--- src/rtl/parking_input_conditioner.sv ---
// Front end for parking_system_top: synchronises, debounces and edge-detects the
// enter/exit push-buttons, validates each request against slot occupancy and
// emits single-cycle commands or error pulses.
module parking_input_conditioner #(
  parameter int unsigned DEBOUNCE_CYCLES = 16,
  parameter int unsigned NUM_SLOTS       = 3,
  parameter int unsigned SEL_W           = 3
) (
  input  logic                 clk,
  input  logic                 reset,
  input  logic                 btn_enter_raw,
  input  logic                 btn_exit_raw,
  input  logic [SEL_W-1:0]     sel_raw,
  input  logic [NUM_SLOTS-1:0] slot_occupied,
  output logic                 car_enter,
  output logic                 car_exit,
  output logic [SEL_W-1:0]     car_sel,
  output logic                 err_invalid_sel,
  output logic                 err_conflict,
  output logic                 busy
);

  localparam int unsigned      CNT_W     = $clog2(DEBOUNCE_CYCLES + 1);
  localparam logic [CNT_W-1:0] CNT_MAX   = CNT_W'(DEBOUNCE_CYCLES);
  localparam int unsigned      BTN_ENTER = 0;
  localparam int unsigned      BTN_EXIT  = 1;
  localparam logic [1:0]       HOLD_LAST = 2'd2;

  typedef enum logic [1:0] {
    ST_HOLDOFF,
    ST_IDLE,
    ST_CHECK,
    ST_ISSUE
  } state_e;

  // Synchronisers
  logic [1:0]       btn_s1_q, btn_s1_d;
  logic [1:0]       btn_s2_q, btn_s2_d;
  logic [SEL_W-1:0] sel_s1_q, sel_s1_d;
  logic [SEL_W-1:0] sel_s2_q, sel_s2_d;

  always_comb begin
    btn_s1_d = {btn_exit_raw, btn_enter_raw};
    btn_s2_d = btn_s1_q;
    sel_s1_d = sel_raw;
    sel_s2_d = sel_s1_q;
  end

  always_ff @(posedge clk or negedge reset) begin
    if (!reset) begin
      btn_s1_q <= '0;
      btn_s2_q <= '0;
      sel_s1_q <= '0;
      sel_s2_q <= '0;
    end else begin
      btn_s1_q <= btn_s1_d;
      btn_s2_q <= btn_s2_d;
      sel_s1_q <= sel_s1_d;
      sel_s2_q <= sel_s2_d;
    end
  end

  // Debounce and rising-edge detect, one lane per button
  logic [1:0]       deb_q, deb_d;
  logic [1:0]       deb_prev_q, deb_prev_d;
  logic [CNT_W-1:0] cnt_q [2];
  logic [CNT_W-1:0] cnt_d [2];
  logic [1:0]       rise;

  always_comb begin
    deb_d      = deb_q;
    deb_prev_d = deb_q;
    for (int unsigned b = 0; b < 2; b++) begin
      cnt_d[b] = '0;
      if (btn_s2_q[b] != deb_q[b]) begin
        // The level only flips once the counter has already sat at its limit,
        // giving a 2+DEBOUNCE_CYCLES edge delay from the first raw sample.
        if (cnt_q[b] == CNT_MAX) begin
          deb_d[b] = btn_s2_q[b];
        end else begin
          cnt_d[b] = cnt_q[b] + CNT_W'(1);
        end
      end
    end
    rise = deb_q & ~deb_prev_q;
  end

  always_ff @(posedge clk or negedge reset) begin
    if (!reset) begin
      deb_q      <= '0;
      deb_prev_q <= '0;
      cnt_q[0]   <= '0;
      cnt_q[1]   <= '0;
    end else begin
      deb_q      <= deb_d;
      deb_prev_q <= deb_prev_d;
      cnt_q[0]   <= cnt_d[0];
      cnt_q[1]   <= cnt_d[1];
    end
  end

  // Request classification of the latched request
  logic [SEL_W-1:0] sel_l_q, sel_l_d;
  logic [1:0]       req_q, req_d;
  logic             slot_occ;
  logic             sel_valid;
  logic             req_both;
  logic             is_conflict;
  logic             is_invalid;

  always_comb begin
    slot_occ = 1'b0;
    for (int unsigned i = 0; i < NUM_SLOTS; i++) begin
      if (sel_l_q == SEL_W'(i + 1)) begin
        slot_occ = slot_occupied[i];
      end
    end
    sel_valid   = (sel_l_q != '0) && (32'(sel_l_q) <= NUM_SLOTS);
    req_both    = &req_q;
    is_conflict = req_both |
                  (sel_valid & ((req_q[BTN_ENTER] & slot_occ) |
                                (req_q[BTN_EXIT]  & ~slot_occ)));
    is_invalid  = ~req_both & ~sel_valid;
  end

  // Control FSM and registered outputs
  state_e           state_q, state_d;
  logic [1:0]       hold_cnt_q, hold_cnt_d;
  logic [SEL_W-1:0] car_sel_q, car_sel_d;
  logic             car_enter_q, car_enter_d;
  logic             car_exit_q, car_exit_d;
  logic             err_inv_q, err_inv_d;
  logic             err_conf_q, err_conf_d;
  logic             busy_q, busy_d;

  always_comb begin
    state_d     = state_q;
    hold_cnt_d  = hold_cnt_q;
    sel_l_d     = sel_l_q;
    req_d       = req_q;
    car_sel_d   = car_sel_q;
    car_enter_d = 1'b0;
    car_exit_d  = 1'b0;
    err_inv_d   = 1'b0;
    err_conf_d  = 1'b0;

    unique case (state_q)
      ST_HOLDOFF: begin
        if (hold_cnt_q != HOLD_LAST) begin
          hold_cnt_d = hold_cnt_q + 2'd1;
        end else if ((deb_q == 2'b00) && (btn_s2_q == 2'b00)) begin
          state_d = ST_IDLE;
        end
      end
      ST_IDLE: begin
        if (|rise) begin
          state_d = ST_CHECK;
          sel_l_d = sel_s2_q;
          req_d   = rise;
        end
      end
      ST_CHECK: begin
        // Pulses are registered here so they are visible during ISSUE.
        state_d = ST_ISSUE;
        if (is_conflict) begin
          err_conf_d = 1'b1;
        end else if (is_invalid) begin
          err_inv_d = 1'b1;
        end else begin
          car_sel_d   = sel_l_q;
          car_enter_d = req_q[BTN_ENTER];
          car_exit_d  = req_q[BTN_EXIT];
        end
      end
      ST_ISSUE: begin
        state_d    = ST_HOLDOFF;
        hold_cnt_d = '0;
      end
      default: begin
        state_d    = ST_HOLDOFF;
        hold_cnt_d = '0;
      end
    endcase

    busy_d = (state_d != ST_IDLE);
  end

  always_ff @(posedge clk or negedge reset) begin
    if (!reset) begin
      state_q     <= ST_HOLDOFF;
      hold_cnt_q  <= '0;
      sel_l_q     <= '0;
      req_q       <= '0;
      car_sel_q   <= '0;
      car_enter_q <= 1'b0;
      car_exit_q  <= 1'b0;
      err_inv_q   <= 1'b0;
      err_conf_q  <= 1'b0;
      busy_q      <= 1'b0;
    end else begin
      state_q     <= state_d;
      hold_cnt_q  <= hold_cnt_d;
      sel_l_q     <= sel_l_d;
      req_q       <= req_d;
      car_sel_q   <= car_sel_d;
      car_enter_q <= car_enter_d;
      car_exit_q  <= car_exit_d;
      err_inv_q   <= err_inv_d;
      err_conf_q  <= err_conf_d;
      busy_q      <= busy_d;
    end
  end

  assign car_enter       = car_enter_q;
  assign car_exit        = car_exit_q;
  assign car_sel         = car_sel_q;
  assign err_invalid_sel = err_inv_q;
  assign err_conflict    = err_conf_q;
  assign busy            = busy_q;

endmodule
--- config.mk ---
export PLATFORM = sky130hd
export DESIGN_NAME = parking_input_conditioner
export DESIGN_NICKNAME = d
export VERILOG_FILES = /design/src/rtl/parking_input_conditioner.sv
export SDC_FILE = /design/constraint.sdc
export NUM_CORES = 1
export LEC_CHECK = 0
export CORE_MARGIN = 1.5
export CORE_UTILIZATION = 30
export CTS_CLUSTER_DIAMETER = 60
export DETAILED_ROUTE_END_ITERATION = 10
export GPL_TIMING_DRIVEN = 0
export PLACE_DENSITY = 0.44
export REMOVE_ABC_BUFFERS = 1
export SETUP_SLACK_MARGIN = 0.4
export SYNTH_ARGS = -nofsm -noshare
export SYNTH_HDL_FRONTEND = slang
export SYNTH_SLANG_ARGS = --single-unit
export TNS_END_PERCENT = 50
--- constraint.sdc ---
create_clock -name clk -period 4.6 [get_ports clk]
set_input_delay 0.92 -clock clk [delete_from_list [all_inputs] [get_ports clk]]
set_output_delay 0.92 -clock clk [all_outputs]
set_load 0.01 [all_outputs]
After elaboration in Yosys (flattened, before gate mapping). Cells that the tools add are included.

Input port bits: 10. Register bits: 41.

Eq/ne operators: 13. Reduce and logical (&&, ||, !) cells: 14. $lt $le $gt $ge: 1. Bitwise logic cells: 13. Add/subtract/negate cells: 3. Multiplexer cells: 24.

Operators by type and width (number): 5-bit two-way mux (4); 1-bit two-way mux (14); 5-bit by 1-bit adder with 5-bit output (second input constant) (2); 5-bit == test (second input constant) (2); 2-bit AND reduction (5); 2-bit two-way mux (4); 2-bit one-hot mux with 4 select lines (1); 3-bit by 2-bit == test with 1-bit output (second input constant) (2); 2-bit zero test (3); 1-bit NOT (5); 1-bit AND (4); 2-bit == test (second input constant) (2); 2-bit inequality test (second input constant) (2); 2-bit one-hot mux with 2 select lines (1); 3-bit by 1-bit == test with 1-bit output (second input constant) (1); 3-bit by 2-bit <= comparator with 1-bit output (second input constant) (1); 3-bit AND reduction (1); 3-bit nonzero test (1); 2-bit by 1-bit adder with 2-bit output (second input constant) (1); 2-bit AND (1); 2-bit by 1-bit == test with 1-bit output (second input constant) (1); 1-bit logical AND (2); 1-bit inequality test (2); 2-bit by 1-bit inequality test with 1-bit output (second input constant) (1); other kinds (4) (5).

Logic depth before layout (Yosys ltp). Gate-level depths: netlist of the first run.

Depth in word-level cells: 11. Depth in mapped cells: 6. Mapped depth without buffers: 6.

Worst setup path after synthesis of the first run. Ideal clock, no wire load.

Kind: input-to-reg. From: in slot_occupied[1]. To: reg car_sel_q[0], in the netlist car_sel[0]. Arrival time: 1.828 ns. Required time: 4.472 ns. Cell stages on the path: 4. Path slack: 2.645 ns. Path through: o22ai_1 a31oi_2 mux2i_1 mux2_1.

Longest elaborated chain between the ends: 9. Elaborated cells on any way between the ends: 10.

RTL lines: from (decl) (RTL line 14) `input logic [NUM_SLOTS-1:0] slot_occupied,`; 1-bit two-way mux (*) (2 in series) (RTL line 114) `if (sel_l_q == SEL_W'(i + 1)) begin`; 1-bit NOT (RTL line 122) `(req_q[BTN_EXIT] & ~slot_occ)));`; 1-bit AND (RTL line 122); 1-bit OR (*) (RTL line 121) `(sel_valid & ((req_q[BTN_ENTER] & slot_occ) |`; 1-bit AND (*) (RTL line 121); 1-bit OR (*) (RTL line 120) `is_conflict = req_both |`; 1-bit NOT (no source line) (*); 3-bit AND reduction (no source line) (*); to (signal assigned) (RTL line 205) `car_sel_q <= car_sel_d;`; to (decl) (RTL line 129) `logic [SEL_W-1:0] car_sel_q, car_sel_d;`.

Every way passes the cells marked *; elsewhere a longest branch is shown, timed or not. A chain may end at the register's enable or synchronous reset.

Worst setup path in the final report of the first run.
From: in slot_occupied[1]. To: reg car_sel_q[1], in the netlist car_sel[1].

The elaborated chain is that of the path after synthesis.

==> impl_metrics.ini, run 1 <==
[placed_design]
place.port_buffers = 17
hpwl_um = 1840
gp_congestion = 0.6697

[status]
status = finished clean

[timing]
slew_headroom_pct = 40.16
max_freq_ghz = 0.4444
fin_skew_ns = 0.007172
fin_crit_ns = 2.250
timing.final.crit_share_pct = 48.92
setup_tns_ns = 0
worstMarginPinSlew_ns = 0.8976
setup_viol_count_final = 0
drv_slew = 0
hold_violations = 0
rsz0062_at_grt = false

[floorplanning]
rows = 26
start_util_pct = 31.49
dieArea_mm2 = 0.005881
top_level_ports = 18
die_width_um = 76.69
core_mm2 = 0.005172
die_y_um = 76.69

[power_and_ir_drop]
ir_drop_mv = 0.1605
p_leak_nw = 0.8910
power_mw = 0.7087
pwr_density_cell_mw_per_mm2 = 360.1

[cells_and_area]
drive_above_1_share_pct = 12.10
num-fill-cells = 491
multi_input_area_um2 = 568.0
antenna_cells = 0
nets = 171
seq_area_mm2 = 0.001026
area_delta_synth_final_pct = 20.81

[worst_setup_path]
startpoint_type = input pin
crit_chain = clkdlybuf4s50_1, o22ai_1, a31oi_2, mux2i_1, mux2_1
critPathMaxStageDelay_ns = 0.46
worstPathRequired_ns = 4.78
crit_family = multiplexers
cp-end-kind = flop
path_class = input pin to flop
arrival_ns = 2.43
critPathBufInv = 1
cp_slowest_cell = clkdlybuf4s50_1
crit_fanout = 5

[route]
vias_per_cell = 4.449
vias = 1010
met1_length_um = 1201
wl_met3_um = 107
top_layer = met4
drt-wirelength-per-cell_um = 11.46
drt_iter0_drc = 87
firstDrtPassIters = 4
final_antenna_net_count = 0
met2_length_um = 1231
drt-total-wl_um = 2601
drc = 0

[synth]
ys_warn_count = 0
synth_top_area_share_pct = 62.98
syn_inst = 133
yosys-top-cells-count = dfrtp_1, nor2_1, inv_1, nand2_1, nand3_1
synth.yosys.seq_area_share_pct = 62.98
synth_top_area_cell = dfrtp_1
syn-mean-instance-area_um2 = 12.25
synth_edf_count = 0
yosys.cell_count.top_type = dfrtp_1
synth_area_leaders = dfrtp_1, ha_1, mux2_2
synth-simple-area-share_pct = 15.21
synthMuxAreaShare_pct = 5.453
ys_ff_latch = 41
synth_compound_area_share_pct = 6.068
syn_area_mm2 = 0.001629
synth-xor-area-share_pct = 4.301
synth_ff_type = dfrtp_1
synth_top_family_by_area = simple AND/OR/NAND/NOR gates
synth_async_sr_flop_share_pct = 100.0
synth_fa_ha_area_share_pct = 3.840
synthDistinctLibCells = 34

[global_routing]
grt_pass1_wl_um = 4616
grt_usage_pct = 10.05
grt-ovfl-total = 0
grt_pass1_vias = 1025
antenna_found_initial = 0
grt_max_degree = 42

[clock_network]
clk_pin_slew_ns = 0.08
cts_resized = 0
cts_max_path_buffers = 2
cts_setup_buffers = 0
postCtsHoldBufs = 0
cts_tree = yes
cts-root-buf = clkbuf_8
cts_inserted_buffers = 5
clk_latency_ns = 0.30
ctsHtreeMaxLevel = 2
clock-sinks = 41

[flow_run]
max_cap_violations = 0

[hold_path]
hp-class = flop to flop
==> flip-flops by register name, indices dropped and copies added (netlist names) <==
signal,flops
car_enter,1
cnt_q,10
sel_l_q,3
sel_s1_q,3
busy,1
state_q,2
deb_prev_d,2
btn_s1_q,2
btn_s2_q,2
car_sel,3
deb_prev_q,2
car_exit,1
err_invalid_sel,1
req_q,2
sel_s2_q,3
err_conflict,1
hold_cnt_q,2
==> worst paths after layout <==
kind                                  start          end  slack (ns)  cells past startpoint
max reg2reg                      sel_l_q[1]   car_sel[1]        2.92                      4
min reg2reg                     btn_s1_q[1]  btn_s2_q[1]        0.35                      0
max                        slot_occupied[1]   car_sel[1]        2.35                      5
min in group asynchronous             reset   car_sel[1]        0.75                      1
min                             btn_s1_q[1]  btn_s2_q[1]        0.35                      0
max in group asynchronous             reset  btn_s1_q[1]        3.29                      1
==> logic make-up (layout without fill, tap and decap cells) <==
family | count (synthesis) | count (layout)
buffers and inverters | 9 | 33
AND/OR/NAND/NOR | 47 | 47
XOR/XNOR | 8 | 8
AO/OA/AOI/OAI | 15 | 15
adder cells (fa/ha/maj) | 5 | 5
multiplexers | 8 | 8
flip-flops | 41 | 41
==> where the power goes <==
| group | total (mW) | internal (mW) | switching [mW] |
|---|---|---|---|
| Clock | 0.234 | 0.106 | 0.128 |
| Combinational | 0.0782 | 0.0365 | 0.0416 |
| Sequential | 0.396 | 0.380 | 0.0160 |
==> metrics by stage <==
step                hold slack, ns  std cells  setup slack [ns]  util [%]  instance area [um^2]
finish                      0.3495        227             2.350     38.05                  1968
global route                0.3574        227             2.293     38.05                  1968
CTS                         0.3537        227             2.335     38.05                  1968
detailed placement          0.3355        219             2.022     36.28                  1877
global placement            0.3323        219             1.593     36.38                  1882
floorplan                   0.3312        132             2.645         -                  1624
==> layer usage <==
layer,track usage [%],vias to the layer above
met2,16.02,15
met4,5.556,0
li1,-,495
met3,3.452,7
met1,11.81,493
met5,0,-
==> cell usage in the layout, fill, tap and decap left out, types with 2 or more instances in the layout <==
master	instances
a21oi_1	3
and2_1	2
clkbuf_8	5
clkdlybuf4s50_1	16
clkinvlp_4	3
dfrtp_1	41
ha_1	5
inv_1	8
mux2_1	2
mux2_2	5
nand2_1	8
nand2b_1	4
nand3_1	6
nor2_1	13
nor3_1	5
o21ai_0	4
xnor2_1	3
xor2_1	5
==> worst register-to-register path, stage by stage (launching register included) <==
cell and delay [ns]:
dfrtp_1 0.47, o22ai_1 0.14, a31oi_2 0.26, mux2i_1 0.35
mux2_1 0.35
==> layout make-up <==
| class | instances | share of cell area, % |
|---|---|---|
| inverter | 8 | 1.526 |
| timing repair buffer | 17 | 8.392 |
| tap | 70 | 4.450 |
| clock buffer | 5 | 3.496 |
| multi-input combinational | 83 | 28.86 |
| sequential | 41 | 52.13 |
| clock inverter | 3 | 1.144 |
No activity file was read; power rests on OpenSTA's default activity.
==> inputs of run 2 (changes only) <==
==> constraint.sdc (replaced) <==
create_clock -name clk -period 2.1 [get_ports clk]
set_input_delay 0.42 -clock clk [delete_from_list [all_inputs] [get_ports clk]]
set_output_delay 0.42 -clock clk [all_outputs]
set_load 0.01 [all_outputs]
==> run 2 against run 1 <==
Power up 120%. Die area unchanged. Sequential power increased by 120%. Clock-buffer cell count did not move. Cell area is 1.1% higher. Critical path type unchanged. Hold slack lost 0.10 ns. First-iteration DRC count rose by 9.2%. Register-to-register slack worse by 2.4 ns. Combinational power is 120% higher. Via count is 0.79% higher. Flip-flop and latch count stayed put.
==> impl_metrics.ini, run 2 (synthesized netlist as in run 1, its figures left out) <==
[route]
drt-wirelength-per-cell_um = 11.58
drc = 0
vias = 1018
drt_iter0_drc = 95
drt-total-wl_um = 2641
firstDrtPassIters = 4
vias_per_cell = 4.465
final_antenna_net_count = 0

[cells_and_area]
final_common_cell = dfrtp_1
stdcell_count = 228
regMostFlops = cnt_q
largest_reg_flops = 10
nets = 172
area_delta_synth_final_pct = 22.20
drive_above_1_share_pct = 15.19
num-fill-cells = 487
fin_util_pct = 38.49
antenna_cells = 0
final_cell_mix = dfrtp_1, clkdlybuf4s50_1, nor2_1

[power_and_ir_drop]
ir_drop_mv = 0.3531
pwr_density_cell_mw_per_mm2 = 779.9
p_leak_nw = 0.8937

[clock_network]
cts_tree = yes
clk_pin_slew_ns = 0.08
postCtsHoldBufs = 0
clk_latency_ns = 0.29
cts_max_path_buffers = 2
ctsHtreeMaxLevel = 2
cts-root-buf = clkbuf_8
clock-sinks = 41
cts_inserted_buffers = 5

[floorplanning]
start_util_pct = 31.49
die_y_um = 76.69
rows = 26
top_level_ports = 18
core_mm2 = 0.005172
die_width_um = 76.69
dieArea_mm2 = 0.005881

[placed_design]
place.port_buffers = 17
hpwl_um = 1840
pre_cts_slack_ns = 0.02156
dpl.cell_count = 219
gp_congestion = 0.6697

[worst_setup_path]
cp-end-kind = flop
arrival_ns = 1.84
startpoint_type = input pin
crit_fanout = 3
path_class = input pin to flop
worstPathRequired_ns = 2.28

[global_routing]
grt_pass1_wl_um = 4629
grt_pass1_vias = 1030
grt_usage_pct = 10.07
grt-ovfl-total = 0
grt_max_degree = 42
antenna_found_initial = 0

[timing]
fin_crit_ns = 1.660
setup_viol_count_final = 0
slew_headroom_pct = 40.16
worstMarginPinSlew_ns = 0.8976
hold_violations = 0
rsz0062_at_grt = false
timing.final.crit_share_pct = 79.05
max_freq_ghz = 0.6024
setup_tns_ns = 0
worst_slack_ns = 0.4400
drv_slew = 0
fin_skew_ns = 0.007311
whs_ns = 0.2500

[hold_path]
hp-class = input pin to async pin

[flow_run]
max_cap_violations = 0

[status]
status = finished clean
## run 2: changes by cell type in the layout (fill, tap and decap cells not counted)
cell / delta
mux2i_1: -1
nor3_1: -2
buf_4: +1
dfrtp_2: +1
mux2i_2: +1
dfrtp_1: -1
nor3_2: +2
## run 2: final cells by class
class	count	area, um^2	area share [%]
multi-input combinational	83	581.8	29.23
tap	70	87.58	4.400
clock buffer	5	68.82	3.457
sequential	41	1027	51.60
timing repair buffer	18	172.7	8.674
inverter	8	30.03	1.508
clock inverter	3	22.52	1.131
## run 2: repair_timing
item,4_1_cts,5_1_grt
endpoints found under the setup margin,2,2
gates resized for setup,1,3
buffers inserted,1,0
## run 2: worst paths after layout
| kind | from | to | slack (ns) | cells past startpoint |
|---|---|---|---|---|
| max | slot_occupied[1] | car_sel[1] | 0.44 | 5 |
| min | reset | car_sel[1] | 0.25 | 1 |
| max reg2reg | sel_l_q[1] | car_sel[1] | 0.52 | 4 |
| min reg2reg | btn_s1_q[1] | btn_s2_q[1] | 0.35 | 0 |
| max in group asynchronous | reset | state_q[1] | 1.24 | 1 |
| min in group clk | btn_s1_q[1] | btn_s2_q[1] | 0.35 | 0 |
## run 2: routing by layer
layer  wire, um  share of wire, %  GRT usage, %
met4         59               2.2         5.556
met5          0                 0             0
met1       1207                46         11.89
met2       1272                48         16.02
met3        101               3.8         3.452
## run 2: through the flow
step                      power, mW  instance area [um^2]
final                         1.553                  1991
after global routing          1.652                  1991
after detailed placement      1.061                  1877
after floorplan              0.9825                  1624
after CTS                     1.584                  1979
after global placement        1.041                  1882
## run 2: power breakdown
group,switching [mW],internal [mW],total [mW]
Clock,0.277,0.233,0.510
Sequential,0.0355,0.833,0.869
Combinational,0.0923,0.0814,0.174
Total,0.405,1.15,1.55
## run 2: critical path: stages
cell	delay (ns)
clkdlybuf4s50_1	0.47
o22ai_1	0.08
a31oi_2	0.21
mux2i_2	0.31
mux2_1	0.35
==> inputs of run 3 (changes only) <==
--- a/config.mk
+++ b/config.mk
@@ -10,7 +10,7 @@
 export CTS_CLUSTER_DIAMETER = 60
 export DETAILED_ROUTE_END_ITERATION = 10
 export GPL_TIMING_DRIVEN = 0
-export PLACE_DENSITY = 0.44
+export PLACE_DENSITY = 0.46
 export REMOVE_ABC_BUFFERS = 1
 export SETUP_SLACK_MARGIN = 0.4
 export SYNTH_ARGS = -nofsm -noshare
==> constraint.sdc (replaced) <==
create_clock -name clk -period 1.5 [get_ports clk]
set_input_delay 0.3 -clock clk [delete_from_list [all_inputs] [get_ports clk]]
set_output_delay 0.3 -clock clk [all_outputs]
set_load 0.01 [all_outputs]
==> run 3 against run 2 <==
Routed wire length is 15% higher. Hold slack worse by 0.13 ns. Register-to-register slack worse by 0.51 ns. Largest cell class unchanged.
==> impl_metrics.ini, run 3 (synthesized netlist as in run 1, its figures left out) <==
[clock_network]
clk_pin_slew_ns = 0.08
ctsHtreeMaxLevel = 2
cts-root-buf = clkbuf_8
cts_tree = yes
clk_latency_ns = 0.29
cts_inserted_buffers = 5
postCtsHoldBufs = 0
clock-sinks = 41
cts_max_path_buffers = 2

[cells_and_area]
final_cell_mix = dfrtp_1, nor2_1, dfrtp_2, buf_6, buf_4
stdcell_area_mm2 = 0.002365
regMostFlops = cnt_q
area_delta_synth_final_pct = 45.16
nets = 186
final_common_cell = dfrtp_1
largest_reg_flops = 10
fin_util_pct = 45.72
antenna_cells = 0
drive_above_1_share_pct = 51.16

[timing]
slew_headroom_pct = 40.08
fin_skew_ns = 0.004812
worst_slack_ns = 0.004541
hold_violations = 0
setup_viol_count_final = 0
max_freq_ghz = 0.6687
fin_crit_ns = 1.495
drv_slew = 0
timing.final.crit_share_pct = 99.70
whs_ns = 0.1156
rsz0062_at_grt = true
worstMarginPinSlew_ns = 0.8987

[route]
drt_iter0_drc = 27
vias = 1074
firstDrtPassIters = 2
drt-total-wl_um = 3028
drt-wirelength-per-cell_um = 12.51
drc = 0
vias_per_cell = 4.438
final_antenna_net_count = 0

[global_routing]
antenna_found_initial = 0
grt_pass1_vias = 1071
grt-ovfl-total = 0
grt_usage_pct = 10.66
grt_pass1_wl_um = 4795
grt_max_degree = 42

[worst_setup_path]
critPathBufInv = 2
worstPathRequired_ns = 1.69
crit_family = multiplexers
critPathMaxStageDelay_ns = 0.45
startpoint_type = input pin
cp-end-kind = flop
path_class = input pin to flop
cp_slowest_cell = clkdlybuf4s50_1
crit_fanout = 3
crit_chain = clkdlybuf4s50_1, inv_1, a31oi_2, mux2i_2, mux2_4
arrival_ns = 1.68

[floorplanning]
die_y_um = 76.69
core_mm2 = 0.005172
top_level_ports = 18
rows = 26
start_util_pct = 31.49
dieArea_mm2 = 0.005881
die_width_um = 76.69

[power_and_ir_drop]
pwr_density_cell_mw_per_mm2 = 1010
power_mw = 2.388
ir_drop_mv = 0.5835
p_leak_nw = 1.042

[status]
status = finished clean

[flow_run]
max_cap_violations = 0

[placed_design]
gp_congestion = 0.6432
pre_cts_slack_ns = -0.4369
hpwl_um = 1810
place.port_buffers = 17
dpl_cell_area_mm2 = 0.001877

[hold_path]
hp-class = input pin to async pin
[run 3: area by class of cell]
class	instances	area, um^2
Sequential cell	41	1037
Inverter	8	30.03
Timing Repair Buffer	32	274.0
Multi-Input combinational cell	83	849.6
Fill cell	478	2808
Tap cell	70	87.58
Clock inverter	3	17.52
Clock buffer	5	68.82
[run 3: per-layer routing]
| metal | track usage, % | wire (um) | vias up |
|---|---|---|---|
| met3 | 4.048 | 99 | 7 |
| met1 | 12.20 | 1295 | 526 |
| met5 | 0 | 0 | - |
| met2 | 16.99 | 1549 | 14 |
| li1 | - | - | 527 |
| met4 | 6.111 | 84 | 0 |
[run 3: power breakdown]
part	leakage, nW	internal (mW)	switching [mW]
Combinational	0.475	0.249	0.203
Sequential	0.523	1.17	0.0627
Clock	0.0439	0.321	0.382
Total	1.04	1.74	0.648
[run 3: what timing repair did]
item / 4_1_cts / 5_1_grt
pin swaps: 1 / 18
resized for setup: 51 / 60
gates cloned: 0 / 0
endpoints found under the setup margin: 33 / 33
setup buffers: 7 / 8
[run 3: stage by stage]
step / std cells / setup TNS, ns
floorplan: 132 / 0
finish: 242 / 0
global route: 242 / -0.1193
global placement: 219 / -36.58
CTS: 234 / 0
detailed placement: 219 / -1.119
[run 3: worst paths after layout]
path                       depth (start not counted)  slack (ns)             to        startpoint
setup / recovery                                   5       0.005     car_sel[0]  slot_occupied[2]
hold / removal                                     1        0.12    sel_s1_q[2]             reset
setup reg to reg                                   4        0.01     car_sel[0]        sel_l_q[1]
hold reg to reg                                    0        0.35    btn_s2_q[0]       btn_s1_q[0]
max in group asynchronous                          1        0.75  hold_cnt_q[1]             reset
min in group clk                                   0        0.35    btn_s2_q[0]       btn_s1_q[0]
